<file path="src/rtl/i2c_reg_master.sv">
// Bit-level I2C master: one 8-bit register write or read transaction per request.
// Open-drain pads are driven through scl_oe/sda_oe (1 = pull low).
module i2c_reg_master #(
    parameter int unsigned CLK_DIV = 125
) (
    input  logic       clk,
    input  logic       rst,
    input  logic       req_valid,
    output logic       req_ready,
    input  logic       req_read,
    input  logic [6:0] req_dev_addr,
    input  logic [7:0] req_reg_addr,
    input  logic [7:0] req_wdata,
    output logic       rsp_valid,
    output logic       rsp_nack,
    output logic [7:0] rsp_rdata,
    output logic       scl_oe,
    output logic       sda_oe,
    input  logic       sda_in
);
    localparam int unsigned     CW      = $clog2(CLK_DIV);
    localparam logic [CW-1:0]   CNT_MAX = CW'(CLK_DIV - 1);

    typedef enum logic [3:0] {
        IDLE, START, TX_BYTE, RX_ACK, RESTART, RX_BYTE, TX_NACK, STOP, DONE
    } state_t;

    state_t        state, state_n;
    logic [CW-1:0] cnt;
    logic [1:0]    q, q_n;
    logic [1:0]    phase, phase_n;
    logic [2:0]    bit_idx, bit_n;
    logic [7:0]    shift, shift_n;
    logic          nack_f, nack_n;
    logic          read_r;
    logic [6:0]    dev_r;
    logic [7:0]    reg_r, wdata_r;
    logic          sda_meta, sda_s;
    logic          scl_n, sda_n;
    logic          tick, accept;

    assign tick      = (cnt == CNT_MAX);
    assign req_ready = (state == IDLE);
    assign accept    = req_valid && req_ready;
    assign rsp_valid = (state == DONE);

    always_comb begin
        state_n = state;
        q_n     = q;
        bit_n   = bit_idx;
        phase_n = phase;
        shift_n = shift;
        nack_n  = nack_f;
        scl_n   = 1'b0;
        sda_n   = 1'b0;
        case (state)
            IDLE: if (req_valid) begin
                state_n = START;
                q_n     = '0;
                phase_n = '0;
                nack_n  = 1'b0;
            end
            DONE: state_n = IDLE;
            default: if (tick) begin
                q_n = q + 2'd1;
                if (q == 2'd2) begin
                    if (state == RX_ACK)  nack_n  = nack_f | sda_s;
                    if (state == RX_BYTE) shift_n = {shift[6:0], sda_s};
                end
                if (q == 2'd3) begin
                    case (state)
                        START, RESTART: begin
                            state_n = TX_BYTE;
                            bit_n   = '0;
                        end
                        TX_BYTE: if (bit_idx == 3'd7) state_n = RX_ACK;
                                 else begin
                                     bit_n   = bit_idx + 3'd1;
                                     shift_n = {shift[6:0], 1'b0};
                                 end
                        RX_ACK: begin
                            bit_n = '0;
                            if (nack_f) state_n = STOP;
                            else begin
                                // phase: 0 = dev addr, 1 = reg addr, 2 = wdata or read-address byte
                                case (phase)
                                    2'd0:    begin phase_n = 2'd1; state_n = TX_BYTE; end
                                    2'd1:    begin phase_n = 2'd2; state_n = read_r ? RESTART : TX_BYTE; end
                                    default: state_n = read_r ? RX_BYTE : STOP;
                                endcase
                            end
                        end
                        RX_BYTE: if (bit_idx == 3'd7) state_n = TX_NACK;
                                 else bit_n = bit_idx + 3'd1;
                        TX_NACK: state_n = STOP;
                        STOP:    state_n = DONE;
                        default: ;
                    endcase
                end
            end
        endcase

        if (state_n == TX_BYTE && state != TX_BYTE) begin
            case (phase_n)
                2'd0:    shift_n = {dev_r, 1'b0};
                2'd1:    shift_n = reg_r;
                default: shift_n = read_r ? {dev_r, 1'b1} : wdata_r;
            endcase
        end

        // Line levels are derived from the next state so the pads are registered.
        case (state_n)
            START:   sda_n = q_n[1];
            TX_BYTE: begin scl_n = ~q_n[1]; sda_n = ~shift_n[7]; end
            RX_ACK, RX_BYTE, TX_NACK: scl_n = ~q_n[1];
            RESTART: begin scl_n = ~q_n[1]; sda_n = (q_n == 2'd3); end
            STOP:    begin scl_n = ~q_n[1]; sda_n = (q_n != 2'd3); end
            default: ;
        endcase
    end

    always_ff @(posedge clk or posedge rst) begin
        if (rst) begin
            state     <= IDLE;
            cnt       <= '0;
            q         <= '0;
            phase     <= '0;
            bit_idx   <= '0;
            shift     <= '0;
            nack_f    <= 1'b0;
            read_r    <= 1'b0;
            dev_r     <= '0;
            reg_r     <= '0;
            wdata_r   <= '0;
            sda_meta  <= 1'b1;
            sda_s     <= 1'b1;
            scl_oe    <= 1'b0;
            sda_oe    <= 1'b0;
            rsp_nack  <= 1'b0;
            rsp_rdata <= '0;
        end else begin
            sda_meta <= sda_in;
            sda_s    <= sda_meta;
            state    <= state_n;
            q        <= q_n;
            phase    <= phase_n;
            bit_idx  <= bit_n;
            shift    <= shift_n;
            nack_f   <= nack_n;
            scl_oe   <= scl_n;
            sda_oe   <= sda_n;
            if (accept) begin
                read_r  <= req_read;
                dev_r   <= req_dev_addr;
                reg_r   <= req_reg_addr;
                wdata_r <= req_wdata;
            end
            if (accept || state == IDLE || state == DONE || tick) cnt <= '0;
            else cnt <= cnt + CW'(1);
            if (state_n == DONE && state != DONE) begin
                rsp_nack  <= nack_f;
                rsp_rdata <= (read_r && !nack_f) ? shift : '0;
            end
        end
    end
endmodule

</file>
<file path="config.mk">
export PLATFORM = sky130hd
export DESIGN_NAME = i2c_reg_master
export DESIGN_NICKNAME = d
export VERILOG_FILES = /design/src/rtl/i2c_reg_master.sv
export SDC_FILE = /design/constraint.sdc
export NUM_CORES = 1
export LEC_CHECK = 0
export CAP_MARGIN = 10
export CORE_UTILIZATION = 50
export DETAILED_ROUTE_END_ITERATION = 10
export GPL_TIMING_DRIVEN = 0
export PLACE_DENSITY_LB_ADDON = 0.25
export SETUP_SLACK_MARGIN = 0.2
export SYNTH_ARGS = -nofsm -noshare
export SYNTH_HDL_FRONTEND = slang
export SYNTH_SLANG_ARGS = --single-unit
</file>
<file path="constraint.sdc">
create_clock -name clk -period 4.8 [get_ports clk]
set_input_delay 0.96 -clock clk [delete_from_list [all_inputs] [get_ports clk]]
set_output_delay 0.96 -clock clk [all_outputs]
set_load 0.01 [all_outputs]
</file>
==> results of run 1 <==
[placed cells by master (no fill, tap or decap), types with 4 or more instances in the layout]
| cell | n |
|---|---|
| sky130_fd_sc_hd__clkbuf_1 | 8 |
| sky130_fd_sc_hd__dfrtp_1 | 62 |
| sky130_fd_sc_hd__o21ai_2 | 4 |
| sky130_fd_sc_hd__a21oi_1 | 8 |
| sky130_fd_sc_hd__inv_1 | 27 |
| sky130_fd_sc_hd__clkbuf_8 | 10 |
| sky130_fd_sc_hd__o22a_1 | 6 |
| sky130_fd_sc_hd__mux2_2 | 24 |
| sky130_fd_sc_hd__clkdlybuf4s50_1 | 40 |
| sky130_fd_sc_hd__nand2_1 | 22 |
| sky130_fd_sc_hd__nor2b_1 | 5 |
| sky130_fd_sc_hd__nor2_1 | 20 |
| sky130_fd_sc_hd__o211ai_1 | 7 |
| sky130_fd_sc_hd__ha_1 | 8 |
| sky130_fd_sc_hd__o211ai_2 | 5 |
| sky130_fd_sc_hd__nand3_1 | 9 |
| sky130_fd_sc_hd__o21ai_0 | 9 |
| sky130_fd_sc_hd__nor3_1 | 5 |
| sky130_fd_sc_hd__o22ai_1 | 4 |
| sky130_fd_sc_hd__mux2i_1 | 19 |
[flip-flops by register name (all words and copies together) (netlist names)]
register   count
bit_idx        3
wdata_r        8
rsp_rdata      8
sda_oe         1
read_r         1
phase          2
nack_f         1
sda_meta       1
reg_r          8
cnt            7
dev_r          7
sda_s          1
state          4
scl_oe         1
rsp_nack       1
shift          8
q              2
[per-stage QoR]
stage / setup slack (ns) / std cells
floorplan: 2.25 / 322
global placement: 1.11 / 439
detailed placement: 1.62 / 440
CTS: 1.58 / 456
global route: 1.47 / 456
finish: 1.58 / 456
[final timing paths]
path / start / slack [ns] / end
setup / recovery: state[1] / 1.58 / rsp_valid
hold / removal: sda_meta / 0.36 / sda_s
setup reg to reg: state[2] / 2.00 / sda_oe
hold reg to reg: sda_meta / 0.36 / sda_s
max in group asynchronous: rst / 3.16 / sda_meta
min in group asynchronous: rst / 0.98 / rsp_rdata[3]
[area by class of cell]
class                      count  share of cell area [%]
sequential                    64                    38.4
clock inverter                 6                    2.19
multi-input combinational    217                    39.8
inverter                      29                    2.61
timing repair buffer          41                    10.1
buffer                        12                    1.35
clock buffer                  10                    3.30
tap                           77                    2.31
[where the power goes]
part,switching (µW),internal (µW)
combinational,121,116
clock,225,309
sequential,64.5,601
[cells by family (layout without fill, tap and decap cells)]
| logic type | Yosys count | count (layout) |
|---|---|---|
| buffers and inverters | 41 | 98 |
| AND/OR/NAND/NOR | 91 | 91 |
| XOR/XNOR | 4 | 4 |
| flip-flops | 64 | 64 |
| adder cells (fa/ha/maj) | 8 | 8 |
| multiplexers | 47 | 47 |
| AO/OA/AOI/OAI | 67 | 67 |
[routing by layer]
layer	vias to the layer above	wire length (µm)
met1	1309	3640
met5	-	0
met2	80	3330
met3	24	308
met4	0	226
li1	1272	-
==> summary.md, run 1 <==
| Metric | Value |
|---|---|
| Result of the run | `finished, violations left` |
| Violations in the final reports | `design-rule violations` |
| Worst endpoint data arrival time | `2.26 ns` |
| Clock skew after layout | `0.00831 ns` |
| Met3 usage in global routing | `3.79%` |
| Total count of hold-check failures in the final report | `0` |
| Worst setup path category | `reg2out` |
| Fraction of final layout cells sized beyond drive strength 1 | `17.7%` |
| Maximum fanout encountered on the critical timing path | `10` |
| Antenna Cells | `0` |
| Final critical delay including setup and external delays | `3.22 ns` |
| Worst min-delay path class | `reg2reg` |
| Post-layout nets | `410` |
| Adder-Cell Fraction of Synth Area | `2.92%` |
| Required time worst endpoint | `3.84 ns` |
| Post-CTS clock slew at the launch and capture registers of the worst setup and hold paths | `0.07 ns` |
| Largest net degree at the start of global routing | `41` |
| Synth area leaders | `sky130_fd_sc_hd__dfrtp_1 (45%), sky130_fd_sc_hd__mux2_2 (7.9%), sky130_fd_sc_hd__mux2i_1 (5.5%), sky130_fd_sc_hd__inv_1 (3.1%), sky130_fd_sc_hd__ha_1 (2.9%)` |
| Worst reg-to-reg path cell count | `8` |
| Xor and xnor area share after synthesis | `1.02%` |
| # rows | `29` |
| Remaining max-slew budget at the tightest pin | `39.9%` |
| Number of nets still failing antenna checks after routing | `0` |
| Core Region | `6490 µm²` |
| Max-capacitance violation count | `0` |
| First DRT Iteration DRCs | `240` |
| Largest stage delay on the critical path | `0.55 ns` |
| Number of enable-type register cells in the synthesized netlist | `0` |
| Routability-driven placement congestion ratio | `0.928` |
| Congestion Overflow GR | `0` |
| Number of vias after detailed routing | `2,685` |
| Worst Setup End Kind | `output port` |
| Root Buffer | `sky130_fd_sc_hd__clkbuf_8` |
| Input/output buffers | `40` |
| Number of ports placed on the die boundary | `41` |
| Detailed-placement wirelength estimate | `5550 µm` |
| Average wire per cell in the routed design | `16.4 µm` |
| Total wire length after detailed routing | `7500 µm` |
| Most common cell in the synthesized netlist | `sky130_fd_sc_hd__dfrtp_1` |
| Startpoint type of the worst setup path | `flop` |
| Number of warnings printed during yosys synthesis | `0` |
| Number of antenna violations at the first check in global routing | `0` |
| Number of max-slew violations in the final report | `0` |
| Clock tree from TritonCTS | `yes` |
| Post-synthesis net count | `358` |
| Count of H-tree levels built during CTS | `3` |
| Via count of the first global-routing pass | `2,637` |
| Total standard cell area after synthesis | `3430 µm²` |
| Grt peak-use layer | `met2` |
| Hold_ws | `0.358 ns` |
| Die Area | `7190 µm²` |
| Summed area of non-filler cells in the final layout | `4180 µm²` |
| Top FF cell, synth | `sky130_fd_sc_hd__dfrtp_1` |
| Number of clock sinks | `64` |
| Cell count after synthesis | `322` |
| Proportion of synthesized flip-flops having asynchronous set or reset | `100%` |
| Number of register bits inferred by synthesis | `64` |
| Transition time at the pin with the least slew margin | `0.894 ns` |
| Period utilization | `67.1%` |
| Cell area after placement | `3950 µm²` |
| Clk Latency, worst-skew pair | `0.35 ns` |
| Via-per-instance ratio | `5.89` |
| Die X | `84.8 µm` |
| Largest area contributor in the netlist | `sky130_fd_sc_hd__dfrtp_1` |
| Max rail drop VDD | `0.235 mV` |
| Vertical die dimension | `84.8 µm` |
| # resized after CTS | `0` |
| Sequential cell area in the final layout | `1600 µm²` |
| Met2 track utilization from global routing | `34.3%` |
| Multi-input gate area | `1660 µm²` |
| Final core utilization | `64.3%` |
| Share of synthesized area occupied by flip-flops and latches | `46.8%` |
| Total power per unit cell area | `344 nW/µm²` |
| Number of fillers in the final layout | `517` |
| Leakage power of the design | `0.00188 µW` |
| GRT met1 Usage | `33.3%` |
| Final Power | `1440 µW` |
| Unrepaired setup endpoints after global routing | `no` |
| Cell family with most CP delay | `buffers and inverters` |
| Number of iterations in the first detailed-routing pass | `9` |
| Number of setup buffers added after CTS | `0` |
| Unique cell type count in the Yosys netlist | `66` |
| Worst path bufs/invs | `2` |
| Cts bufs inserted | `9` |
| Ranking of synthesized cells by instance count | `sky130_fd_sc_hd__dfrtp_1 (62), sky130_fd_sc_hd__inv_1 (28), sky130_fd_sc_hd__mux2_2 (24)` |
| Hold buffers post-CTS | `0` |
| Clock buffer depth | `2` |
| Synthesized-area fraction occupied by ao, oa, aoi and oai cells | `14.9%` |
| DRC violations left | `3` |
| Multiplexer share of the synthesized area | `15.0%` |
| Overall routing resource usage | `23.2%` |
| Achievable Freq | `311 MHz` |
| Total negative setup slack | `0 ns` |
| Worst-path cell chain | `clkbuf_1 > or3_1 > nor2_1 > clkdlybuf4s50_1` |
| Area growth, synth to finish | `21.7%` |
| Count of final setup violators | `0` |
| Hold-critical path depth | `0` |
| Largest family of logic cells by synthesized area | `multiplexers` |
| Slowest cell on the critical path | `sky130_fd_sc_hd__or3_1` |
| Number of cells on the critical path | `4` |
| Top cell type's share of synthesized area | `45.2%` |
| Global-route wire length before repair | `12,800 µm` |
| Synthesized-area fraction occupied by and/or/nand/nor cells | `14.6%` |
| Mapped Avg Cell Area | `10.7 µm²` |
| Starting Density | `52.8%` |
Note: power is estimated with default switching activity, not from simulation.
==> run 2, diff against run 1 <==
- clock period: 4.8 -> 3.3 ns (I/O delays scaled with it)
==> results of run 2 <==
The final DEF is identical to that of run 1. Status: finished, violations left: design-rule violations.
Among the figures that moved: setup slack after placement 1.62 ns -> 0.421 ns; setup slack after layout 1.58 ns -> 0.380 ns; register-to-register setup slack 2.00 ns -> 0.50 ns; total power 1440 µW -> 2090 µW; worst IR drop on VDD 0.235 mV -> 0.342 mV
==> run 3, diff against run 2 <==
- SLEW_MARGIN: not set -> 5
==> run 3 against run 2 <==
Against the previous run:
- the run still ends with design-rule violations left
- global-route usage is 0.13 points higher
- combinational power is 1% lower
- die area stayed put
- utilization is 0.27 points lower
- clock-buffer cell count stayed put
- clock skew is 0.00052 ns higher
- critical endpoint is now req_ready
==> summary.md, run 3 (synthesis results as in run 1) <==
| Metric | Value |
|---|---|
| Worst setup path category | `reg2out` |
| Min setup slack post-route | `0.392 ns` |
| Clock buffer depth | `2 (unchanged)` |
| Total negative setup slack | `0 ns (unchanged)` |
| Vertical die dimension | `84.8 µm (unchanged)` |
| Worst path bufs/invs | `2 (unchanged)` |
| Final critical delay including setup and external delays | `2.91 ns` |
| Cell family with most CP delay | `buffers and inverters` |
| Slowest cell on the critical path | `sky130_fd_sc_hd__clkdlybuf4s50_1` |
| Number of setup buffers added after CTS | `0 (unchanged)` |
| Internal power contribution | `1490 µW` |
| Die Area | `7190 µm² (unchanged)` |
| # resized after CTS | `0 (unchanged)` |
| Congestion Overflow GR | `0 (unchanged)` |
| Clock tree from TritonCTS | `yes` |
| Total power per unit cell area | `501 nW/µm²` |
| Commonest cells after routing, fill and taps aside | `sky130_fd_sc_hd__dfrtp_1 (62), sky130_fd_sc_hd__clkdlybuf4s50_1 (40), sky130_fd_sc_hd__inv_1 (27)` |
| Unrepaired setup endpoints after global routing | `no` |
| Clock group share of total power | `37.4% (+0.2 points)` |
| Reg-to-Reg End | `sda_oe` |
| Transition time at the pin with the least slew margin | `0.861 ns (-0.0332 ns)` |
| Reg power frac | `46.3% (about the same)` |
| DRC violations left | `3 (unchanged)` |
| Total count of hold-check failures in the final report | `0 (unchanged)` |
| Cell area after placement | `3930 µm² (-0.44%)` |
| Root Buffer | `sky130_fd_sc_hd__clkbuf_8` |
| Max rail drop VDD | `0.314 mV` |
| Clk Latency, worst-skew pair | `0.35 ns (about the same)` |
| Achievable Freq | `344 MHz` |
| Area growth, synth to finish | `21.2%` |
| Result of the run | `finished, violations left` |
| Post-layout nets | `409 (-0.24%)` |
| Hold-critical path depth | `0 (unchanged)` |
| Via count of the first global-routing pass | `2,689 (+2.0%)` |
| Number of ports placed on the die boundary | `41 (unchanged)` |
| Worst Setup End Kind | `output port` |
| Switching power total | `595 µW` |
| Cts bufs inserted | `9 (unchanged)` |
| Slack of the worst reg-to-reg path | `0.51 ns` |
| Largest stage delay on the critical path | `0.54 ns (about the same)` |
| Startpoint type of the worst setup path | `flop` |
| Number of iterations in the first detailed-routing pass | `7 (-2)` |
| Global-route wire length before repair | `12,900 µm (+0.11%)` |
| Share of total power consumed by net switching | `28.5%` |
| Count of final setup violators | `0 (unchanged)` |
| Post-route non-filler standard cell count | `455 (-0.22%)` |
| Number of vias after detailed routing | `2,636 (-1.8%)` |
| Average wire per cell in the routed design | `16.3 µm (-0.94%)` |
| Logic gate share of total power | `16.3% (-0.2 points)` |
| Count of H-tree levels built during CTS | `3 (unchanged)` |
| Hold buffers post-CTS | `0 (unchanged)` |
| Worst setup slack after placement | `0.428 ns` |
| Required time worst endpoint | `2.64 ns` |
| Violations in the final reports | `design-rule violations` |
| Leakage power of the design | `0.00187 µW (-0.49%)` |
| Startpoint of the most critical hold path | `sda_meta` |
| Multi-input gate area | `1660 µm² (unchanged)` |
| Overall routing resource usage | `23.3% (+0.13 points)` |
| Starting Density | `52.8% (unchanged)` |
| Worst reg-to-reg path cell count | `8 (unchanged)` |
| Summed area of non-filler cells in the final layout | `4160 µm² (-0.42%)` |
| Routability-driven placement congestion ratio | `0.928 (unchanged)` |
| # rows | `29 (unchanged)` |
| Most common cell after layout, fill and taps aside | `sky130_fd_sc_hd__dfrtp_1` |
| Fraction of final layout cells sized beyond drive strength 1 | `17.5% (-0.22 points)` |
| Die X | `84.8 µm (unchanged)` |
| Critical register-to-register path startpoint | `state[2]` |
| Worst-path cell chain | `clkbuf_1 > or3_1 > nor2_1 > clkdlybuf4s50_1` |
| Maximum fanout encountered on the critical timing path | `10 (unchanged)` |
| Worst endpoint data arrival time | `2.25 ns (about the same)` |
| Number of max-slew violations in the final report | `0 (unchanged)` |
| Period utilization | `88.1%` |
| Post-CTS clock slew at the launch and capture registers of the worst setup and hold paths | `0.07 ns (about the same)` |
| Cell count after placement | `439 (-0.23%)` |
| Total wire length after detailed routing | `7410 µm (-1.2%)` |
| Number of clock sinks | `64 (unchanged)` |
| Input/output buffers | `40 (unchanged)` |
| Remaining max-slew budget at the tightest pin | `42.2% (+2.2 points)` |
| Number of fillers in the final layout | `540 (+4.4%)` |
| Core Region | `6490 µm² (unchanged)` |
| First DRT Iteration DRCs | `226 (-5.8%)` |
| Via-per-instance ratio | `5.79 (-1.6%)` |
| Number of nets still failing antenna checks after routing | `0 (unchanged)` |
| Number of antenna violations at the first check in global routing | `0 (unchanged)` |
| Largest net degree at the start of global routing | `65 (+59%)` |
| Sequential cell area in the final layout | `1600 µm² (unchanged)` |
| Hold EP | `sda_s` |
| Detailed-placement wirelength estimate | `5410 µm (-2.6%)` |
| Max-capacitance violation count | `0 (unchanged)` |
| Antenna Cells | `0 (unchanged)` |
| Worst min-delay path class | `reg2reg` |
| Clock skew after layout | `0.00883 ns (+0.000524 ns)` |
-- run 3: cell type report --
cell class | instances | share of cell area (%)
inverters | 29 | 2.68
repair buffers | 40 | 9.63
clock inverters | 6 | 2.20
clock buffers | 10 | 3.31
multi-input cells | 217 | 39.9
well taps | 77 | 2.32
plain buffers | 12 | 1.35
flip-flops and latches | 64 | 38.6
-- run 3: worst max-delay path by stage --
stage               startpoint         to  depth (start not counted)
floorplan               cnt[0]   shift[7]                          9
global placement           rst     cnt[6]                          2
detailed placement   req_valid     sda_oe                          7
CTS                   state[1]  req_ready                          4
global route          state[1]  req_ready                          4
finish                state[1]  req_ready                          4
-- run 3: power by group through the flow --
stage / clock (µW) / sequential [µW] / combinational (µW)
3_5_place_dp: 0 / 980 / 340
3_3_place_gp: 0 / 975 / 326
4_1_cts: 788 / 964 / 342
2_1_floorplan: 0 / 956 / 242
5_1_grt: 839 / 982 / 383
6_report: 779 / 966 / 339
-- run 3: per-layer routing --
| layer | up-vias | global-route usage, % | routed length, µm |
|---|---|---|---|
| li1 | 1268 | - | - |
| met1 | 1281 | 32.5 | 3520 |
| met5 | - | 0 | 0 |
| met4 | 0 | 6.63 | 96 |
| met2 | 78 | 35.8 | 3410 |
| met3 | 9 | 6.81 | 383 |
-- run 3: through the flow --
step	power (µW)	hold slack [ns]	utilization [%]
global route	2200	0.366	64.0
floorplan	1200	0.345	-
global placement	1300	0.345	60.5
CTS	2090	0.357	64.0
finish	2080	0.357	64.0
detailed placement	1320	0.347	60.5
